<file path="src/rtl/phi_pkg.sv">
// Shared sizing defaults and FSM state encoding for the phi_t result collector.
package phi_pkg;

  localparam int PHI_DW    = 64;  // IEEE-754 double result word
  localparam int PHI_DEPTH = 16;  // result FIFO entries, power of two
  localparam int PHI_LW    = 16;  // frame-length counter width

  typedef enum logic [1:0] {
    IDLE      = 2'd0,
    RUN       = 2'd1,
    LAST_DONE = 2'd2
  } phi_state_e;

endpackage

</file>
<file path="src/rtl/phi_fifo.sv">
// Synchronous first-word-fall-through FIFO. The head entry is always visible on
// rd_data_o, so a read simply advances the pointer. Pointers carry one extra
// wrap bit to distinguish full from empty.
module phi_fifo #(
  parameter int DW    = 64,
  parameter int DEPTH = 16
) (
  input  logic                     clk,
  input  logic                     rst,
  input  logic                     wr_en_i,
  input  logic [DW-1:0]            wr_data_i,
  input  logic                     rd_en_i,
  output logic [DW-1:0]            rd_data_o,
  output logic                     empty_o,
  output logic                     full_o,
  output logic [$clog2(DEPTH):0]   count_o
);

  localparam int AW = $clog2(DEPTH);

  logic [DW-1:0] mem_q [DEPTH];
  logic [AW:0]   wr_ptr_q;
  logic [AW:0]   rd_ptr_q;
  logic          do_wr;
  logic          do_rd;

  assign empty_o   = (wr_ptr_q == rd_ptr_q);
  assign full_o    = (wr_ptr_q[AW] != rd_ptr_q[AW]) &&
                     (wr_ptr_q[AW-1:0] == rd_ptr_q[AW-1:0]);
  assign count_o   = wr_ptr_q - rd_ptr_q;
  assign rd_data_o = mem_q[rd_ptr_q[AW-1:0]];

  // A write into a full FIFO is only legal when the head leaves the same cycle.
  assign do_rd = rd_en_i & ~empty_o;
  assign do_wr = wr_en_i & (~full_o | do_rd);

  // Storage array; contents need no reset because empty gates their use.
  always_ff @(posedge clk) begin
    if (do_wr) mem_q[wr_ptr_q[AW-1:0]] <= wr_data_i;
  end

  // Read and write pointers, wrapping naturally modulo 2*DEPTH.
  always_ff @(posedge clk or posedge rst) begin
    if (rst) begin
      wr_ptr_q <= '0;
      rd_ptr_q <= '0;
    end else begin
      if (do_wr) wr_ptr_q <= wr_ptr_q + 1'b1;
      if (do_rd) rd_ptr_q <= rd_ptr_q + 1'b1;
    end
  end

endmodule

</file>
<file path="src/rtl/phi_t_collect.sv">
// Collects phi_t results from a non-stallable upstream stage into a FIFO,
// tracks outstanding requests for start credit, and streams framed results
// downstream with last/done marking.
//
//   state     | meaning
//   IDLE      | waiting for frame_go; arriving results are buffered, not sent
//   RUN       | streaming buffered results until the frame's last beat
//   LAST_DONE | last beat accepted; done is high for this single cycle
module phi_t_collect
  import phi_pkg::*;
#(
  parameter int DW    = PHI_DW,
  parameter int DEPTH = PHI_DEPTH,
  parameter int LW    = PHI_LW
) (
  input  logic          clk,
  input  logic          rst,
  input  logic          start_i,
  input  logic [DW-1:0] phi_t,
  input  logic          phi_t_vld,
  output logic          credit_ok,
  input  logic          frame_go,
  input  logic [LW-1:0] frame_len,
  output logic [DW-1:0] m_tdata,
  output logic          m_tvalid,
  input  logic          m_tready,
  output logic          m_tlast,
  output logic          done,
  output logic          overflow
);

  localparam int CW = $clog2(DEPTH) + 1;

  phi_state_e    state_q;
  logic [LW-1:0] len_q;
  logic [LW-1:0] idx_q;
  logic          done_q;
  logic          overflow_q;
  logic [CW-1:0] inflight_q;
  logic [CW-1:0] inflight_d;

  logic [DW-1:0] fifo_head;
  logic          fifo_empty;
  logic          fifo_full;
  logic [CW-1:0] fifo_count;
  logic          rd_en;
  logic          wr_en;
  logic          drop;
  logic          last_beat;
  logic [CW:0]   pending;

  phi_fifo #(
    .DW    (DW),
    .DEPTH (DEPTH)
  ) u_fifo (
    .clk       (clk),
    .rst       (rst),
    .wr_en_i   (wr_en),
    .wr_data_i (phi_t),
    .rd_en_i   (rd_en),
    .rd_data_o (fifo_head),
    .empty_o   (fifo_empty),
    .full_o    (fifo_full),
    .count_o   (fifo_count)
  );

  // Upstream cannot be stalled: a result that finds the FIFO full with no
  // simultaneous read is lost and flagged.
  assign rd_en = m_tvalid & m_tready;
  assign wr_en = phi_t_vld & (~fifo_full | rd_en);
  assign drop  = phi_t_vld & fifo_full & ~rd_en;

  assign last_beat = (idx_q == len_q - 1'b1);
  assign m_tvalid  = (state_q == RUN) & ~fifo_empty;
  assign m_tlast   = m_tvalid & last_beat;
  assign m_tdata   = m_tvalid ? fifo_head : '0;
  assign done      = done_q;
  assign overflow  = overflow_q;

  // Credit counts both buffered results and results still owed by upstream.
  assign pending   = {1'b0, fifo_count} + {1'b0, inflight_q};
  assign credit_ok = (pending < (CW+1)'(DEPTH));

  // Outstanding-request count, saturating at 0 and DEPTH.
  always_comb begin
    inflight_d = inflight_q;
    if (start_i && !phi_t_vld) begin
      if (inflight_q != CW'(DEPTH)) inflight_d = inflight_q + 1'b1;
    end else if (!start_i && phi_t_vld) begin
      if (inflight_q != '0) inflight_d = inflight_q - 1'b1;
    end
  end

  // Register the outstanding-request count.
  always_ff @(posedge clk or posedge rst) begin
    if (rst) inflight_q <= '0;
    else     inflight_q <= inflight_d;
  end

  // Frame FSM with output index, done pulse and sticky overflow.
  always_ff @(posedge clk or posedge rst) begin
    if (rst) begin
      state_q    <= IDLE;
      len_q      <= '0;
      idx_q      <= '0;
      done_q     <= 1'b0;
      overflow_q <= 1'b0;
    end else begin
      done_q <= 1'b0;
      case (state_q)
        IDLE: begin
          if (frame_go) begin
            overflow_q <= 1'b0;
            if (frame_len != '0) begin
              len_q   <= frame_len;
              idx_q   <= '0;
              state_q <= RUN;
            end else begin
              done_q <= 1'b1;
            end
          end
        end
        RUN: begin
          if (rd_en) begin
            if (last_beat) begin
              state_q <= LAST_DONE;
              done_q  <= 1'b1;
            end else begin
              idx_q <= idx_q + 1'b1;
            end
          end
        end
        LAST_DONE: state_q <= IDLE;
        default:   state_q <= IDLE;
      endcase
      // A drop in the same cycle as a frame start still has to be reported.
      if (drop) overflow_q <= 1'b1;
    end
  end

endmodule
</file>
<file path="config.mk">
export PLATFORM = sky130hd
export DESIGN_NAME = phi_t_collect
export DESIGN_NICKNAME = d
export VERILOG_FILES = /design/src/rtl/phi_pkg.sv /design/src/rtl/phi_fifo.sv /design/src/rtl/phi_t_collect.sv
export SDC_FILE = /design/constraint.sdc
export NUM_CORES = 1
export LEC_CHECK = 0
export ABC_AREA = 1
export ABC_CLOCK_PERIOD_IN_PS = 8690
export BUFFER_PORTS_ARGS = -buffer_cell sky130_fd_sc_hd__buf_2
export CAP_MARGIN = 20
export CORE_MARGIN = 1
export CORE_UTILIZATION = 50
export DETAILED_ROUTE_END_ITERATION = 7
export HOLD_SLACK_MARGIN = 0.02
export PLACE_DENSITY = 0.74
export REMOVE_ABC_BUFFERS = 1
export SLEW_MARGIN = 20
export SYNTH_ARGS = -nofsm -noshare
export SYNTH_HDL_FRONTEND = slang
export SYNTH_HIERARCHICAL = 1
export SYNTH_SLANG_ARGS = --single-unit
</file>
<file path="constraint.sdc">
create_clock -name clk -period 8.69 [get_ports clk]
set_clock_uncertainty 0.15 [all_clocks]
set_input_delay 1.738 -clock clk [delete_from_list [all_inputs] [get_ports clk]]
set_output_delay 1.738 -clock clk [all_outputs]
set_load 0.01 [all_outputs]
</file>
==> results.md <==
- The endpoint of the lowest-slack register-to-register path is u_fifo/mem_q[2][46].
- The routed design has ~120000 um of wire.
- The post-CTS setup buffer count is 0.
- The xor and xnor area share after synthesis is 0.006014.
- The vias per cell is approximately 5.1.
- For this run, the leading register cell type out of synthesis is sky130_fd_sc_hd__edfxtp_1.
- The number of failing hold endpoints at the final stage is 0.
- The completed layout was analyzed and its total power is 17.18 mW.
- The total number of vias is ~33000.
- The clock buffer count from CTS is around 110.
- Before antenna repair, the detailed router went through 5 iterations.
- The type of the worst min-delay path is reg2reg.
- The worst path in the final design needs a cycle of around 6.5 ns, including I/O delays and setup.
- For this design the top-level I/O count stands at between 150 and 200.
- The internal reg-to-reg setup slack is 2.69 ns.
- The number of pins exceeding their max-slew limit in the final report is 0.
- After synthesis, the largest family of logic cells by area is simple AND/OR/NAND/NOR gates.
- The clock tree from TritonCTS is done.
- In the synthesized netlist the async set-or-reset flop fraction comes to 0.04744.
- The placement row count is 114.
- The number of different library cells used by synthesis comes to 45.
- Of the synthesized area, sequential elements account for 0.6550.
- For the pin with the worst max-slew slack, the measured transition is around 1.3 ns.
- The worst setup path is captured at a primary output.
- The x dimension of the die is roughly 310 um.
- At the end of the flow, the number of nets in the layout was 5216.
- Setup violations remaining at the end of the flow were counted as 0.
- After synthesis the cells add up to 48890 um2.
- The arrival time of data at the critical path endpoint is about 4.6 ns.
- The H-tree was split into 3 levels.
- The endpoint of the worst setup timing path is m_tdata[49].
- The total of buffers placed on input and output ports is between 150 and 200.
- Routability-driven placement finished with a final weighted congestion of slightly below 0.8.
- The via count of the first global-routing pass was about 32000.
- The path depth of the worst reg2reg path is 13.
- For this design the ratio of total power to cell area is approximately 320 nW/um2.
- The final clock period utilization by the worst path is 0.7437.
- The worst pin sits at a relative slew slack of 0.1520.
- The launch point of the critical path is u_fifo/rd_ptr_q[1].
- Relative to the synthesized area, the layout overhead comes to 10.41%.
- Max-cap violations in this run came to 0.
- The post-synthesis compound-gate area fraction is 0.003557.
- In this run the vertical extent of the chip is about 310 um.
- The highest attainable clock frequency is 0.1547 GHz.
- For this design, the CTS-stage hold fixing added 0 buffers.
- The critical path class is reg2out.
- The total routing usage reported by global routing is 0.2332.
- The flow ran to the end, and the final reports show no timing, DRC or antenna violations.
- The smallest hold slack is ~0.38 ns.
- The number of flops mapped to enable cells by yosys is a little over 1000.
- The worst setup path is launched from a flop.
- CTS placed an instance of sky130_fd_sc_hd__clkbuf_16 at the clock tree root.
- The synthesized instance count is roughly 5000.
- The maximum fanout along the worst path is between 100 and 150.
- The clock net in this run drives a total of ~1100 sinks.
- The startpoint of the worst register-to-register path is u_fifo/rd_ptr_q[3].
- The share of synthesized cell area in and, or, nand and nor gates is 0.2170.
- The clock passes through at most 3 buffers.
- The overall die area is 99040 um2.
- After detailed routing, the number of remaining DRC violations is 0.
- Entering global routing, the biggest net connects 230 pins.
- In the layout the commonest cells are 1678 x sky130_fd_sc_hd__nand2_1, 1077 x sky130_fd_sc_hd__inv_1, 1024 x sky130_fd_sc_hd__edfxtp_1.
- Setup repair after global routing left no endpoint under its margin.
- Leaving out fill and tap cells, the most frequent cell in the layout is sky130_fd_sc_hd__nand2_1.
- In the final layout, the share of cells above drive strength 1 is 0.07968.
- The initial antenna violation count was 13.
- Of the total synthesized cell area, the portion taken by full adders, half adders and majority gates is 0.005681.
- After clock tree synthesis, the repair step resized 0 gates.
- The wire length of the first global-routing pass is around 180000 um.
- For this configuration, the core starts out at a cell density of 0.5056.
- The core outline area is around 97000 um2.
- Each instance of the synthesized netlist takes up on average 9.729 um2.
- The clock edge transition at the registers on the reported setup and hold paths is ~0.060 ns.
- The clock network latency to the later pin of the worst-skew pair is 0.66 ns.
- The portion of synthesized area spent on multiplexers is 0.002534.
- The number of warning messages in the yosys log is 6.
- Across the VDD grid, the largest voltage drop is roughly 250 uV.
- The final-layout setup total negative slack is 0 ns.
- Global routing finished with a remaining overflow of 0.
- The violation count after the first detailed-routing iteration is between 3000 and 4000.
- For the worst setup path, the data required time is 6.80 ns.
- The total half-perimeter wirelength after legalization and detailed placement is between 50000 and 60000 um.
- After detailed routing, the average wire length per cell comes to roughly 18 um.
- The synthesized design contains roughly 1100 register bits.
- The leakage power figure is ~24 nW.
- The final antenna-violating net count is 0.
-- registers in the layout, indices dropped and copies added (netlist names) --
name and count:
state_q 2, idx_q 16, u_fifo/rd_ptr_q 5, u_fifo/mem_q 1024, len_q 16, overflow 1
inflight_q 5, done 1, u_fifo/wr_ptr_q 5
-- cells by family (layout without fill, tap and decap cells) --
logic type | count (synthesis) | count (layout)
xor+xnor | 32 | 32
mux | 11 | 11
fa+ha+maj | 21 | 21
flops | 1075 | 1075
buf+inv | 1306 | 1477
other cells | 0 | 5
compound gates | 31 | 31
simple gates | 2549 | 2549
-- per-stage QoR --
stage | std cells | setup WS [ns] | instance area (um2) | utilization
floorplan | 4803 | -9.816 | 47580 | -
global placement | 6273 | 2.458 | 50460 | 0.5218
detailed placement | 6273 | 2.360 | 50460 | 0.5218
CTS | 6469 | 1.875 | 53890 | 0.5573
global route | 6475 | 2.032 | 53980 | 0.5581
finish | 6477 | 2.227 | 53980 | 0.5582
-- per-layer routing --
metal	GRT usage	up-vias	part of all wire
li1	-	15900	-
met1	0.3055	15820	0.41
met2	0.3934	1239	0.49
met3	0.03592	244	0.073
met4	0.08506	10	0.029
met5	0	-	0.00062
-- report_power, final --
| group | switching [mW] | internal (mW) | total, mW |
|---|---|---|---|
| combinational | 4.31 | 1.82 | 6.13 |
| clock | 1.93 | 2.61 | 4.54 |
| sequential | 0.291 | 6.23 | 6.52 |
-- cell type report --
cell class,count,area (um2)
Tap cell,1276,1597
Multi-Input combinational cell,2644,11600
Clock inverter,63,595.6
Sequential cell,1075,32040
Clock buffer,133,2839
Fill cell,7982,42730
Timing Repair Buffer,197,1196
Inverter,1084,4100
Antenna cell,5,12.51
-- Yosys cell counts, types with 2 or more instances --
| library cell | number | area [um2] |
|---|---|---|
| sky130_fd_sc_hd__a21oi_1 | 15 | 75.07 |
| sky130_fd_sc_hd__fa_1 | 2 | 40.04 |
| sky130_fd_sc_hd__nor3_1 | 7 | 35.03 |
| sky130_fd_sc_hd__edfxtp_1 | 1024 | 30750 |
| sky130_fd_sc_hd__nor4_1 | 6 | 37.54 |
| sky130_fd_sc_hd__buf_4 | 31 | 232.7 |
| sky130_fd_sc_hd__nand2_1 | 1678 | 6299 |
| sky130_fd_sc_hd__nand2_4 | 2 | 22.52 |
| sky130_fd_sc_hd__buf_6 | 25 | 281.5 |
| sky130_fd_sc_hd__inv_2 | 2 | 7.510 |
| sky130_fd_sc_hd__xnor2_1 | 11 | 96.34 |
| sky130_fd_sc_hd__xor2_1 | 20 | 175.2 |
| sky130_fd_sc_hd__nor2_2 | 5 | 31.28 |
| sky130_fd_sc_hd__nand3_1 | 686 | 3433 |
| sky130_fd_sc_hd__nor2_1 | 136 | 510.5 |
| sky130_fd_sc_hd__ha_1 | 19 | 237.7 |
| sky130_fd_sc_hd__nor2_4 | 4 | 45.04 |
| sky130_fd_sc_hd__nor3b_1 | 3 | 22.52 |
| sky130_fd_sc_hd__buf_1 | 7 | 26.28 |
| sky130_fd_sc_hd__clkbuf_1 | 30 | 112.6 |
| sky130_fd_sc_hd__nand2_2 | 12 | 75.07 |
| sky130_fd_sc_hd__nand4_1 | 3 | 18.77 |
| sky130_fd_sc_hd__inv_1 | 1080 | 4054 |
| sky130_fd_sc_hd__dfrtp_1 | 51 | 1276 |
| sky130_fd_sc_hd__buf_2 | 128 | 640.6 |
| sky130_fd_sc_hd__mux2_2 | 11 | 123.9 |
| sky130_fd_sc_hd__o21ai_0 | 9 | 45.04 |
-- worst min-delay path by stage --
stage,endpoint,start,cells after the start,slack (ns)
3_3_place_gp,idx_q[3],idx_q[3],2,0.35
6_report,len_q[15],len_q[15],1,0.38
4_1_cts,len_q[15],len_q[15],1,0.38
3_5_place_dp,len_q[15],len_q[15],1,0.37
2_1_floorplan,idx_q[3],idx_q[3],2,0.33
5_1_grt,len_q[14],len_q[14],1,0.41
-- worst max-delay path, cell delays in order, from the launching register on --
cell and delay, ns:
sky130_fd_sc_hd__dfrtp_4 0.63, sky130_fd_sc_hd__inv_8 0.78, sky130_fd_sc_hd__buf_4 0.73, sky130_fd_sc_hd__buf_4 0.73, sky130_fd_sc_hd__nand3_1 0.15, sky130_fd_sc_hd__nand3_1 0.11, sky130_fd_sc_hd__nand3_1 0.11, sky130_fd_sc_hd__nand2_1 0.23
sky130_fd_sc_hd__inv_1 0.06, sky130_fd_sc_hd__nor2_1 0.09, sky130_fd_sc_hd__buf_2 0.15
Note: power is estimated with default switching activity, not from simulation.
